**src/rtl/fifo_line_reader_if.sv**
```systemverilog
// Word-FIFO reader / line handshake bundle for fifo_line_reader.
// The master modport is the reader block; the slave modport is its environment.
interface fifo_line_reader_if #(
  parameter int unsigned DATA_WIDTH     = 32,
  parameter int unsigned WORDS_PER_LINE = 4
);
  logic                                 flush_en;
  logic                                 fifo_empty;
  logic                                 fifo_dequeue_en;
  logic [DATA_WIDTH-1:0]                fifo_value;
  logic                                 line_valid;
  logic                                 line_ready;
  logic [DATA_WIDTH*WORDS_PER_LINE-1:0] line_data;
  logic [WORDS_PER_LINE-1:0]            line_word_mask;
  logic                                 busy;

  modport master (
    input  flush_en, fifo_empty, fifo_value, line_ready,
    output fifo_dequeue_en, line_valid, line_data, line_word_mask, busy
  );

  modport slave (
    output flush_en, fifo_empty, fifo_value, line_ready,
    input  fifo_dequeue_en, line_valid, line_data, line_word_mask, busy
  );
endinterface

```
**src/rtl/fifo_line_reader.sv**
```systemverilog
// Pops words from a show-ahead FIFO, packs them into lines and offers each line on valid/ready.
// Optional LINE_TIMEOUT_EN: emit a partial line after TIMEOUT_CYCLES idle cycles.
module fifo_line_reader #(
  parameter int unsigned DATA_WIDTH     = 32,
  parameter int unsigned WORDS_PER_LINE = 4,
  parameter int unsigned TIMEOUT_CYCLES = 16
) (
  input logic                 clk,
  input logic                 reset,
  fifo_line_reader_if.master  bus
);
  localparam int unsigned IDX_W  = $clog2(WORDS_PER_LINE);
  localparam int unsigned LINE_W = DATA_WIDTH * WORDS_PER_LINE;

  typedef enum logic {FILL, HOLD} state_e;

  state_e                    state_q, state_d;
  logic [IDX_W-1:0]          idx_q, idx_d;
  logic [LINE_W-1:0]         data_q, data_d;
  logic [WORDS_PER_LINE-1:0] mask_q, mask_d;
  logic                      deq_c;
  logic                      timeout_c;

  // Pop is combinational so the show-ahead head word is taken in the same cycle.
  always_comb deq_c = (state_q == FILL) && !bus.fifo_empty && !bus.flush_en;

`ifdef LINE_TIMEOUT_EN
  localparam int unsigned CNT_W = $clog2(TIMEOUT_CYCLES + 1);

  logic [CNT_W-1:0] cnt_q, cnt_d;

  // Idle counter: only runs while a partial line sits in FILL without new words.
  always_comb begin
    cnt_d     = cnt_q;
    timeout_c = 1'b0;
    if (bus.flush_en || deq_c || state_q == HOLD || idx_q == '0) begin
      cnt_d = '0;
    end else begin
      cnt_d     = cnt_q + 1'b1;
      timeout_c = (cnt_d == CNT_W'(TIMEOUT_CYCLES));
    end
  end

  always_ff @(posedge clk or posedge reset) begin
    if (reset) cnt_q <= '0;
    else       cnt_q <= cnt_d;
  end
`else
  always_comb timeout_c = 1'b0;
`endif

  // Next-state logic; flush overrides both dequeue and accept.
  always_comb begin
    state_d = state_q;
    idx_d   = idx_q;
    data_d  = data_q;
    mask_d  = mask_q;
    if (bus.flush_en) begin
      state_d = FILL;
      idx_d   = '0;
      mask_d  = '0;
    end else begin
      case (state_q)
        FILL: begin
          if (deq_c) begin
            data_d[int'(idx_q)*DATA_WIDTH +: DATA_WIDTH] = bus.fifo_value;
            mask_d[idx_q] = 1'b1;
            idx_d         = idx_q + 1'b1;
            if (idx_q == IDX_W'(WORDS_PER_LINE - 1)) state_d = HOLD;
          end else if (timeout_c) begin
            state_d = HOLD;
          end
        end
        HOLD: begin
          if (bus.line_ready) begin
            state_d = FILL;
            idx_d   = '0;
            mask_d  = '0;
          end
        end
        default: state_d = FILL;
      endcase
    end
  end

  always_ff @(posedge clk or posedge reset) begin
    if (reset) begin
      state_q <= FILL;
      idx_q   <= '0;
      data_q  <= '0;
      mask_q  <= '0;
    end else begin
      state_q <= state_d;
      idx_q   <= idx_d;
      data_q  <= data_d;
      mask_q  <= mask_d;
    end
  end

  assign bus.fifo_dequeue_en = deq_c;
  assign bus.line_valid      = (state_q == HOLD);
  assign bus.line_data       = data_q;
  assign bus.line_word_mask  = mask_q;
  assign bus.busy            = (state_q == HOLD) || (idx_q != '0);

  // Protocol checks: never pop an empty FIFO; a stalled line must not change.
  a_no_pop_empty: assert property (@(posedge clk) disable iff (reset)
    !(bus.fifo_dequeue_en && bus.fifo_empty))
    else $error("dequeue while fifo_empty");

  a_line_stable: assert property (@(posedge clk) disable iff (reset)
    (bus.line_valid && !bus.line_ready && !bus.flush_en) |=>
      ($stable(bus.line_data) && $stable(bus.line_word_mask)))
    else $error("line changed while stalled");
endmodule

```
**src/flat_wrapper.sv**
```systemverilog
// flat-port wrapper written by rule: the top's interface ports become plain ports
module fifo_line_reader_flat 
#(
  parameter int unsigned DATA_WIDTH     = 32,
  parameter int unsigned WORDS_PER_LINE = 4,
  parameter int unsigned TIMEOUT_CYCLES = 16
)
  (clk, reset, bus_flush_en, bus_fifo_empty, bus_fifo_value, bus_line_ready, bus_fifo_dequeue_en, bus_line_valid, bus_line_data, bus_line_word_mask, bus_busy);
  fifo_line_reader_if #(.DATA_WIDTH(DATA_WIDTH), .WORDS_PER_LINE(WORDS_PER_LINE)) bus_i ();
  input logic clk;
  input logic reset;
  input wire logic [$bits(bus_i.flush_en)-1:0] bus_flush_en;
  input wire logic [$bits(bus_i.fifo_empty)-1:0] bus_fifo_empty;
  input wire logic [$bits(bus_i.fifo_value)-1:0] bus_fifo_value;
  input wire logic [$bits(bus_i.line_ready)-1:0] bus_line_ready;
  output wire logic [$bits(bus_i.fifo_dequeue_en)-1:0] bus_fifo_dequeue_en;
  output wire logic [$bits(bus_i.line_valid)-1:0] bus_line_valid;
  output wire logic [$bits(bus_i.line_data)-1:0] bus_line_data;
  output wire logic [$bits(bus_i.line_word_mask)-1:0] bus_line_word_mask;
  output wire logic [$bits(bus_i.busy)-1:0] bus_busy;
  assign bus_i.flush_en = bus_flush_en;
  assign bus_i.fifo_empty = bus_fifo_empty;
  assign bus_i.fifo_value = bus_fifo_value;
  assign bus_i.line_ready = bus_line_ready;
  assign bus_fifo_dequeue_en = bus_i.fifo_dequeue_en;
  assign bus_line_valid = bus_i.line_valid;
  assign bus_line_data = bus_i.line_data;
  assign bus_line_word_mask = bus_i.line_word_mask;
  assign bus_busy = bus_i.busy;
  fifo_line_reader #(.DATA_WIDTH(DATA_WIDTH), .WORDS_PER_LINE(WORDS_PER_LINE), .TIMEOUT_CYCLES(TIMEOUT_CYCLES)) u_core (.clk(clk), .reset(reset), .bus(bus_i));
endmodule
```
**config.mk**
```make
export PLATFORM = sky130hd
export DESIGN_NAME = fifo_line_reader_flat
export DESIGN_NICKNAME = d
export VERILOG_FILES = /design/src/rtl/fifo_line_reader_if.sv /design/src/rtl/fifo_line_reader.sv /design/src/flat_wrapper.sv
export SDC_FILE = /design/constraint.sdc
export NUM_CORES = 1
export LEC_CHECK = 0
export CAP_MARGIN = 10
export CORE_MARGIN = 2
export CORE_UTILIZATION = 25
export DETAILED_ROUTE_END_ITERATION = 12
export PLACE_DENSITY_LB_ADDON = 0.2
export SLEW_MARGIN = 10
export SYNTH_ARGS = -nofsm -noshare
export SYNTH_HDL_FRONTEND = slang
export SYNTH_SLANG_ARGS = --single-unit
```
**constraint.sdc**
```tcl
create_clock -name clk -period 5 [get_ports clk]
set_input_delay 1 -clock clk [delete_from_list [all_inputs] [get_ports clk]]
set_output_delay 1 -clock clk [all_outputs]
set_load 0.01 [all_outputs]
```
==> results of run 1 <==
sequential cells by signal, summed over array words and instances, names as in the netlist:
register and flops:
u_core.bus.line_data 128, u_core.bus.line_word_mask 4, u_core.idx_q 2, u_core.bus.line_valid 1
final cells by class:
type,count,area share (%)
well taps,270,4.35
multi-input cells,235,21.0
repair buffers,179,22.8
clock buffers,17,5.48
flip-flops and latches,135,43.5
clock inverters,15,2.61
inverters,5,0.306
cell families (layout without fill, tap and decap cells):
kind of cell | Yosys count | in the layout | synth area share [%]
flip-flops | 135 | 135 | 65.0
AO/OA/AOI/OAI | 137 | 137 | 20.4
buffers and inverters | 37 | 216 | 3.73
AND/OR/NAND/NOR | 91 | 91 | 9.20
adder cells (fa/ha/maj) | 7 | 7 | 1.69
per-stage QoR:
stage	utilization, %	instance area (sq um)
3_3_place_gp	35.2	7140
5_1_grt	38.3	7770
6_report	38.3	7770
4_1_cts	38.3	7770
2_1_floorplan	-	5200
3_5_place_dp	35.2	7140
power groups by stage:
stage | clock [uW] | sequential [uW] | combinational (uW)
floorplan | 0 | 1240 | 116
CTS | 1360 | 1200 | 361
global route | 1410 | 1200 | 386
finish | 1330 | 1190 | 353
detailed placement | 0 | 1210 | 359
global placement | 0 | 1210 | 355
path summary, 6_finish.rpt:
path,from,end,depth (start not counted)
max reg2reg,u_core.idx_q[0],u_core.bus.line_word_mask[0],5
min reg2reg,u_core.bus.line_data[28],u_core.bus.line_data[28],2
min,u_core.bus.line_data[28],u_core.bus.line_data[28],2
max in group asynchronous,reset,u_core.bus.line_data[9],3
max,bus_flush_en,bus_fifo_dequeue_en,3
min in group asynchronous,reset,u_core.bus.line_data[75],2
cell usage after synthesis:
cell type  count
dfrtp_1      135
a21oi_1        4
clkbuf_1      19
nand2b_1       5
ha_1           7
nor3_4         2
nor2_1         3
nor2b_1        4
nor4_4         3
o21bai_1       2
o21ai_0       33
nor3b_1        1
buf_2          2
buf_6          3
or4b_2         1
or4b_4         1
buf_4          8
a22o_1        96
inv_1          5
a221oi_1       2
nand2_1       66
or4b_1         2
nor3_1         3
critical path: stages:
cell             delay (ps)
clkdlybuf4s50_1         600
nor3_1                  390
clkdlybuf4s50_1         610
per-layer routing:
layer,share of wire (%),up-vias,wire length [um],track usage (%)
met2,47,115,7410,23.1
met1,45,1991,7110,19.1
met3,7.3,13,1160,5.74
met5,0,-,0,0
met4,0.85,0,135,3.71
li1,-,1816,-,-
==> metrics.cfg, run 1 <==
[outcome]
status=finished, final reports clean

[yosys]
ys_ff_latch=135
yosys_warnings=0
synth.top_cell.area_share_pct=65.0
syn_inst=407
synth_area_sq_um=5200
netlist_top_cells_area=dfrtp_1 (65%), a22o_1 (16%), nand2_1 (4.8%)
synth_area_leader_cell=dfrtp_1
synthesis.nets=451
avgSynthCellArea_sq_um=12.8
synthDistinctLibCells=23
ys_seq_area_share_pct=65.0

[clock_tree]
htreeDepth=4
hold_buffers=0
cts_setup_buffers=0
cts_tree=built
clk_latency_ps=420
clockRootBuffer=clkbuf_16
cts.repair.resized=0
cts.sinks=135
numCtsBuffers=17
clk_pin_slew_worst_paths_ps=60
clockBufferDepth=2

[job]
max_cap_violations=0

[cells_and_area]
antennaDiodeCount=0
final_cell_mix=clkdlybuf4s50_1 (171), dfrtp_1 (135), a22o_1 (96), nand2_1 (66), o21ai_0 (33)
seqCellArea_sq_um=3380
multi_input_area_sq_um=1630
nFillCells=1969
area_growth_pct=49.5
drive_above_1_share_pct=8.70
fin_cells=856
layout.nets=617
layout_commonest_cell=clkdlybuf4s50_1

[pwr]
p_comb_share_pct=12.3
pwr-share-clk_pct=46.1
seqPwrFrac_pct=41.6
vdd_drop_max_mv=0.192
p_int_uw=2100
switchingPower_uw=774
powerDensity_nw_per_um2=370
swShare_pct=26.9
finalPower_uw=2870
leakage_uw=0.00343

[timing]
max_slew_margin_pct=31.3
slew_violations=0
tightestPinTransition_ps=1030
setup_viol=0
clock.fmax_mhz=277
fin_crit_sh_pct=72.1
holdWs_ps=489
finalHoldViolCount=0
clock_skew_ps=9.17
setup_tns_ps=0
finalCriticalPeriod_ps=3600
setup_ws_ps=1400
rsz0062_at_grt=no

[drt]
drt_wl_total_um=15800
vias_per_cell=4.60
drc_errors=0
firstDrtPassIters=4
drtIter0Drc=179
drtAntennaViolNets=0
routed-via-count=3935
routedWlPerCell_um=18.5

[grt]
grt_pass1_wl_um=24600
grt_max_degree=114
grt_use_total_pct=14.7
grt_pass1_vias=4098
antenna_found_initial=0
grt_overflow=0

[floorplan]
die_w_um=148
die-area_sq_um=22000
io_pins=172
initial_utilization_pct=25.6
die_h_um=148
core_area_sq_um=20300
rows=52

[worst_hold_path]
hold_class=register to register

[worst_setup_path]
path_max_fanout=12
r2r_slack_ps=2060
critPathKind=primary input to output port
critical_path.startpoint_type=primary input
cp.arrival_ps=2600
endpoint_kind=output port
required_ps=4000

[place]
post-place-ws_ps=1110
gp_congestion=0.759
io_buffers=171
dp_hpwl_um=10600
numPlacedInstances=824

Power figures use the tool's default switching activity.
==> run 2: changes to the inputs <==
==> constraint.sdc (replaced) <==
create_clock -name clk -period 3.7 [get_ports clk]
set_input_delay 0.74 -clock clk [delete_from_list [all_inputs] [get_ports clk]]
set_output_delay 0.74 -clock clk [all_outputs]
set_load 0.01 [all_outputs]
==> run 2 against run 1 <==
Against the previous run:
- worst hold slack worse by 4.3 ps
- clock-buffer cell count up 1
- utilization up 0.34 points
- critical endpoint unchanged
- sequential power up 36%
- clock skew down 0.71 ps
==> metrics.cfg, run 2 (synthesis gave the netlist of run 1 again) <==
[outcome]
status=finished, final reports clean  ; unchanged

[place]
post-place-ws_ps=385  ; was 1110 ps
dp_hpwl_um=11000  ; was 10600 um
gp_congestion=0.718  ; was 0.759
numPlacedInstances=829  ; was 824
dpl_cell_area_sq_um=7200  ; was 7140 sq um
io_buffers=171  ; unchanged

[timing]
slew_violations=0  ; unchanged
finalHoldViolCount=0  ; unchanged
max_slew_margin_pct=55.2  ; was 31.3%
setup_viol=0  ; unchanged
setup_ws_ps=616  ; was 1400 ps
setup_tns_ps=0  ; unchanged
finalCriticalPeriod_ps=3080
fin_crit_sh_pct=83.4
tightestPinTransition_ps=668  ; was 1030 ps
clock.fmax_mhz=324
rsz0062_at_grt=no  ; unchanged
clock_skew_ps=8.46  ; was 9.17 ps

[drt]
drtIter0Drc=173  ; was 179
drt_wl_total_um=16000  ; was 15800 um
firstDrtPassIters=6  ; was 4
drc_errors=0  ; unchanged
routed-via-count=3980  ; was 3935
vias_per_cell=4.62  ; was 4.60
drtAntennaViolNets=0  ; unchanged
routedWlPerCell_um=18.6  ; was 18.5 um

[floorplan]
die_w_um=148  ; unchanged
core_area_sq_um=20300  ; unchanged
die_h_um=148  ; unchanged
io_pins=172  ; unchanged
rows=52  ; unchanged
die-area_sq_um=22000  ; unchanged
initial_utilization_pct=25.6  ; unchanged

[grt]
antenna_found_initial=0  ; unchanged
grt_overflow=0  ; unchanged
grt_pass1_vias=4063  ; was 4098
grt_pass1_wl_um=25100  ; was 24600 um
grt_use_total_pct=14.9  ; was 14.7%
grt_max_degree=84  ; was 114

[worst_setup_path]
endpoint_kind=output port  ; unchanged
cp.arrival_ps=2340  ; was 2600 ps
critPathKind=primary input to output port  ; unchanged
required_ps=2960  ; was 4000 ps
path_max_fanout=12  ; unchanged
rr_worst_depth=6  ; was 5
critical_path.startpoint_type=primary input  ; unchanged
r2r_slack_ps=1080  ; was 2060 ps

[worst_hold_path]
hold_class=register to register  ; unchanged
min_path_cells=2  ; unchanged

[clock_tree]
cts.sinks=135  ; unchanged
clk_latency_ps=410  ; was 420 ps
cts.repair.resized=0  ; unchanged
htreeDepth=4  ; unchanged
numCtsBuffers=17  ; unchanged
cts_tree=built  ; unchanged
cts_setup_buffers=0  ; unchanged
clockRootBuffer=clkbuf_16  ; unchanged
clockBufferDepth=2  ; unchanged
clk_pin_slew_worst_paths_ps=60  ; about the same
hold_buffers=0  ; unchanged

[cells_and_area]
seqCellArea_sq_um=3380  ; unchanged
largest_register_ffs=128  ; unchanged
final_cell_mix=clkdlybuf4s50_1 (171), dfrtp_1 (135), a22o_1 (96), nand2_1 (66), o21ai_0 (33)  ; unchanged
fin_area_sq_um=7840  ; was 7770 sq um
nFillCells=1950  ; was 1969
layout.nets=622  ; was 617
fin_cells=861  ; was 856
area_growth_pct=50.8  ; was 49.5%
multi_input_area_sq_um=1630  ; unchanged
antennaDiodeCount=0  ; unchanged
drive_above_1_share_pct=9.31  ; was 8.70%
layout_commonest_cell=clkdlybuf4s50_1  ; unchanged

[pwr]
vdd_drop_max_mv=0.295  ; was 0.192 mV
finalPower_uw=3920  ; was 2870 uW
leakage_uw=0.00345  ; was 0.00343 uW
powerDensity_nw_per_um2=501  ; was 370 nW/um^2

[job]
max_cap_violations=0  ; unchanged

## run 2: critical path: stages
cell and delay, ps:
clkdlybuf4s50_1 610, nor3_1 390, clkdlybuf4s50_1 600
## run 2: cell type report
| type | instances | area share, % |
|---|---|---|
| clock buffer | 18 | 5.60 |
| clock inverter | 14 | 2.51 |
| inverter | 5 | 0.287 |
| multi-input combinational | 235 | 20.8 |
| sequential | 135 | 43.1 |
| tap | 270 | 4.31 |
| timing repair buffer | 184 | 23.4 |
## run 2: per-stage QoR
step	utilization, %	hold slack (ps)
floorplan	-	516
global placement	35.5	463
detailed placement	35.5	475
CTS	38.6	491
global route	38.6	515
finish	38.6	484
## run 2: final timing paths
path / start / end
setup reg to reg: u_core.idx_q[0] / u_core.bus.line_data[30]
hold / removal: u_core.bus.line_data[31] / u_core.bus.line_data[31]
max in group asynchronous: reset / u_core.bus.line_data[127]
setup / recovery: bus_flush_en / bus_fifo_dequeue_en
min in group asynchronous: reset / u_core.bus.line_data[55]
hold reg to reg: u_core.bus.line_data[31] / u_core.bus.line_data[31]
## run 2: per-layer routing
metal / part of all wire [%] / up-vias / global-route usage (%)
met5: 0 / - / 0
met4: 1.2 / 0 / 4.05
met2: 46 / 130 / 23.1
met1: 46 / 2016 / 19.8
met3: 7.2 / 14 / 5.40
li1: - / 1820 / -
## run 2: power by group
group	switching (uW)	internal, uW
registers	55.6	1560
clock network	674	1150
logic	241	238
total	971	2950
==> run 3: changes to the inputs <==
==> constraint.sdc (replaced) <==
create_clock -name clk -period 2.6 [get_ports clk]
set_input_delay 0.52 -clock clk [delete_from_list [all_inputs] [get_ports clk]]
set_output_delay 0.52 -clock clk [all_outputs]
set_load 0.01 [all_outputs]
==> run 3 against run 2 <==
Against the previous run:
- setup slack worse by 480 ps
- critical path type unchanged
- highest routed layer unchanged
- largest power group unchanged
- combinational power is 45% higher
- sequential power is 42% higher
- non-clock buffer count is 11 higher
- routed wire length is 1.3% lower
- first-iteration DRC count is 13% lower
- critical path depth stayed put
- cell count is 1.3% higher
- worst hold slack worse by 6.0 ps
- register-to-register slack worse by 600 ps
==> metrics.cfg, run 3 (synthesis gave the netlist of run 1 again) <==
[worst_setup_path]
critical_path.startpoint_type=primary input  ; unchanged
path_max_fanout=7  ; was 12
crit_path_frequent_cell=clkdlybuf4s50_1  ; unchanged
cp.arrival_ps=1940  ; was 2340 ps
worstPathCellList=clkdlybuf4s50_1 -> nor3_2 -> clkdlybuf4s50_1  ; was clkdlybuf4s50_1 -> nor3_1 -> clkdlybuf4s50_1
crit_slowest_cell=clkdlybuf4s50_1  ; unchanged
critical_path_buf_inv_count=2  ; unchanged
endpoint_kind=output port  ; unchanged
crit_family=buffers and inverters  ; unchanged
critPathKind=primary input to output port  ; unchanged
cpPeakStageDelay_ps=580  ; was 610 ps
required_ps=2080  ; was 2960 ps

[clock_tree]
cts.sinks=135  ; unchanged
hold_buffers=0  ; unchanged
cts.repair.resized=0  ; unchanged
clockRootBuffer=clkbuf_16  ; unchanged
cts_tree=built  ; unchanged
clk_pin_slew_worst_paths_ps=60  ; about the same
clk_latency_ps=410  ; about the same
cts_setup_buffers=0  ; unchanged
htreeDepth=4  ; unchanged
clockBufferDepth=2  ; unchanged
numCtsBuffers=17  ; unchanged

[pwr]
switchingPower_uw=1360  ; was 971 uW
p_int_uw=4050  ; was 2950 uW
seqPwrFrac_pct=42.5  ; was 41.2%
leakage_uw=0.00350  ; was 0.00345 uW
vdd_drop_max_mv=0.405  ; was 0.295 mV
swShare_pct=25.1  ; was 24.7%
pwr-share-clk_pct=44.6  ; was 46.6%
p_comb_share_pct=12.9  ; was 12.2%
powerDensity_nw_per_um2=684  ; was 501 nW/um^2

[drt]
firstDrtPassIters=4  ; was 6
drtAntennaViolNets=0  ; unchanged
drt_wl_total_um=15800  ; was 16000 um
drtIter0Drc=151  ; was 173
drc_errors=0  ; unchanged
routed-via-count=3967  ; was 3980
vias_per_cell=4.55  ; was 4.62
routedWlPerCell_um=18.1  ; was 18.6 um

[cells_and_area]
antennaDiodeCount=0  ; unchanged
largest_register_ffs=128  ; unchanged
seqCellArea_sq_um=3380  ; about the same
fin_area_sq_um=7900  ; was 7840 sq um
layout.nets=633  ; was 622
nFillCells=1969  ; was 1950
layout_commonest_cell=clkdlybuf4s50_1  ; unchanged
multi_input_area_sq_um=1630  ; about the same
drive_above_1_share_pct=11.3  ; was 9.31%
area_growth_pct=52.1  ; was 50.8%
final_cell_mix=clkdlybuf4s50_1 (171), dfrtp_1 (134), a22o_1 (96), nand2_1 (66), o21ai_0 (33)  ; was clkdlybuf4s50_1 (171), dfrtp_1 (135), a22o_1 (96), nand2_1 (66), o21ai_0 (33)

[timing]
setup_tns_ps=0  ; unchanged
finalCriticalPeriod_ps=2460
tightestPinTransition_ps=440  ; was 668 ps
holdWs_ps=478  ; was 484 ps
finalHoldViolCount=0  ; unchanged
rsz0062_at_grt=no  ; unchanged
setup_viol=0  ; unchanged
clock.fmax_mhz=407
clock_skew_ps=14.7  ; was 8.46 ps
max_slew_margin_pct=70.7  ; was 55.2%
fin_crit_sh_pct=94.6
slew_violations=0  ; unchanged

[grt]
grt_max_degree=76  ; was 84
antenna_found_initial=0  ; unchanged
grt_pass1_wl_um=24700  ; was 25100 um
grt_overflow=0  ; unchanged
grt_use_total_pct=14.7  ; was 14.9%
grt_pass1_vias=4150  ; was 4063

[outcome]
status=finished, final reports clean  ; unchanged

[place]
io_buffers=171  ; unchanged
dpl_cell_area_sq_um=7300  ; was 7200 sq um
dp_hpwl_um=11400  ; was 11000 um
gp_congestion=0.741  ; was 0.718

[worst_hold_path]
hold_class=register to register  ; unchanged

[floorplan]
core_area_sq_um=20300  ; unchanged
die_w_um=148  ; unchanged
io_pins=172  ; unchanged
initial_utilization_pct=25.6  ; unchanged
die-area_sq_um=22000  ; unchanged
die_h_um=148  ; unchanged
rows=52  ; unchanged

[job]
max_cap_violations=0  ; unchanged

## run 3: cell type report
type	instances	area share, %
repair buffers	195	24.4
multi-input cells	235	20.7
inverters	5	0.285
clock inverters	13	1.85
flip-flops and latches	135	42.8
well taps	270	4.27
clock buffers	19	5.73
## run 3: worst reg2reg max path, cell delays in order (launching register included)
cell and delay, ps:
dfrtp_2 480, inv_1 180, ha_1 220, or4b_2 670
buf_12 210, a221oi_1 260
## run 3: power by group through the flow
| stage | registers [uW] | logic (uW) | clock network (uW) |
|---|---|---|---|
| 2_1_floorplan | 2380 | 224 | 0 |
| 3_3_place_gp | 2330 | 697 | 0 |
| 3_5_place_dp | 2340 | 705 | 0 |
| 4_1_cts | 2300 | 708 | 2490 |
| 5_1_grt | 2320 | 760 | 2590 |
| 6_report | 2300 | 696 | 2410 |
## run 3: final timing paths
| kind | from | end | slack [ps] | cells past startpoint |
|---|---|---|---|---|
| setup / recovery | bus_flush_en | bus_fifo_dequeue_en | 140 | 3 |
| hold / removal | u_core.bus.line_data[11] | u_core.bus.line_data[11] | 480 | 2 |
| setup reg to reg | u_core.idx_q[0] | u_core.bus.line_word_mask[0] | 480 | 5 |
| hold reg to reg | u_core.bus.line_data[11] | u_core.bus.line_data[11] | 480 | 2 |
| max in group asynchronous | reset | u_core.idx_q[0] | 1650 | 3 |
| min in group asynchronous | reset | u_core.bus.line_data[55] | 580 | 3 |
## run 3: per-layer routing
layer | GRT usage, % | wire [um] | vias up
li1 | - | - | 1833
met1 | 19.3 | 7110 | 2006
met2 | 23.3 | 7460 | 119
met3 | 5.46 | 1110 | 9
met4 | 3.29 | 117 | 0
met5 | 0 | 0 | -
## run 3: per-stage QoR
step / setup slack, ps / cells / power, uW / util (%)
final: 141 / 872 / 5410 / 38.9
after global routing: 62.9 / 872 / 5670 / 38.9
after CTS: 4.18 / 872 / 5500 / 38.9
after detailed placement: 48.2 / 840 / 3040 / 35.9
after global placement: 50.9 / 840 / 3030 / 35.9
after floorplan: 401 / 407 / 2600 / -
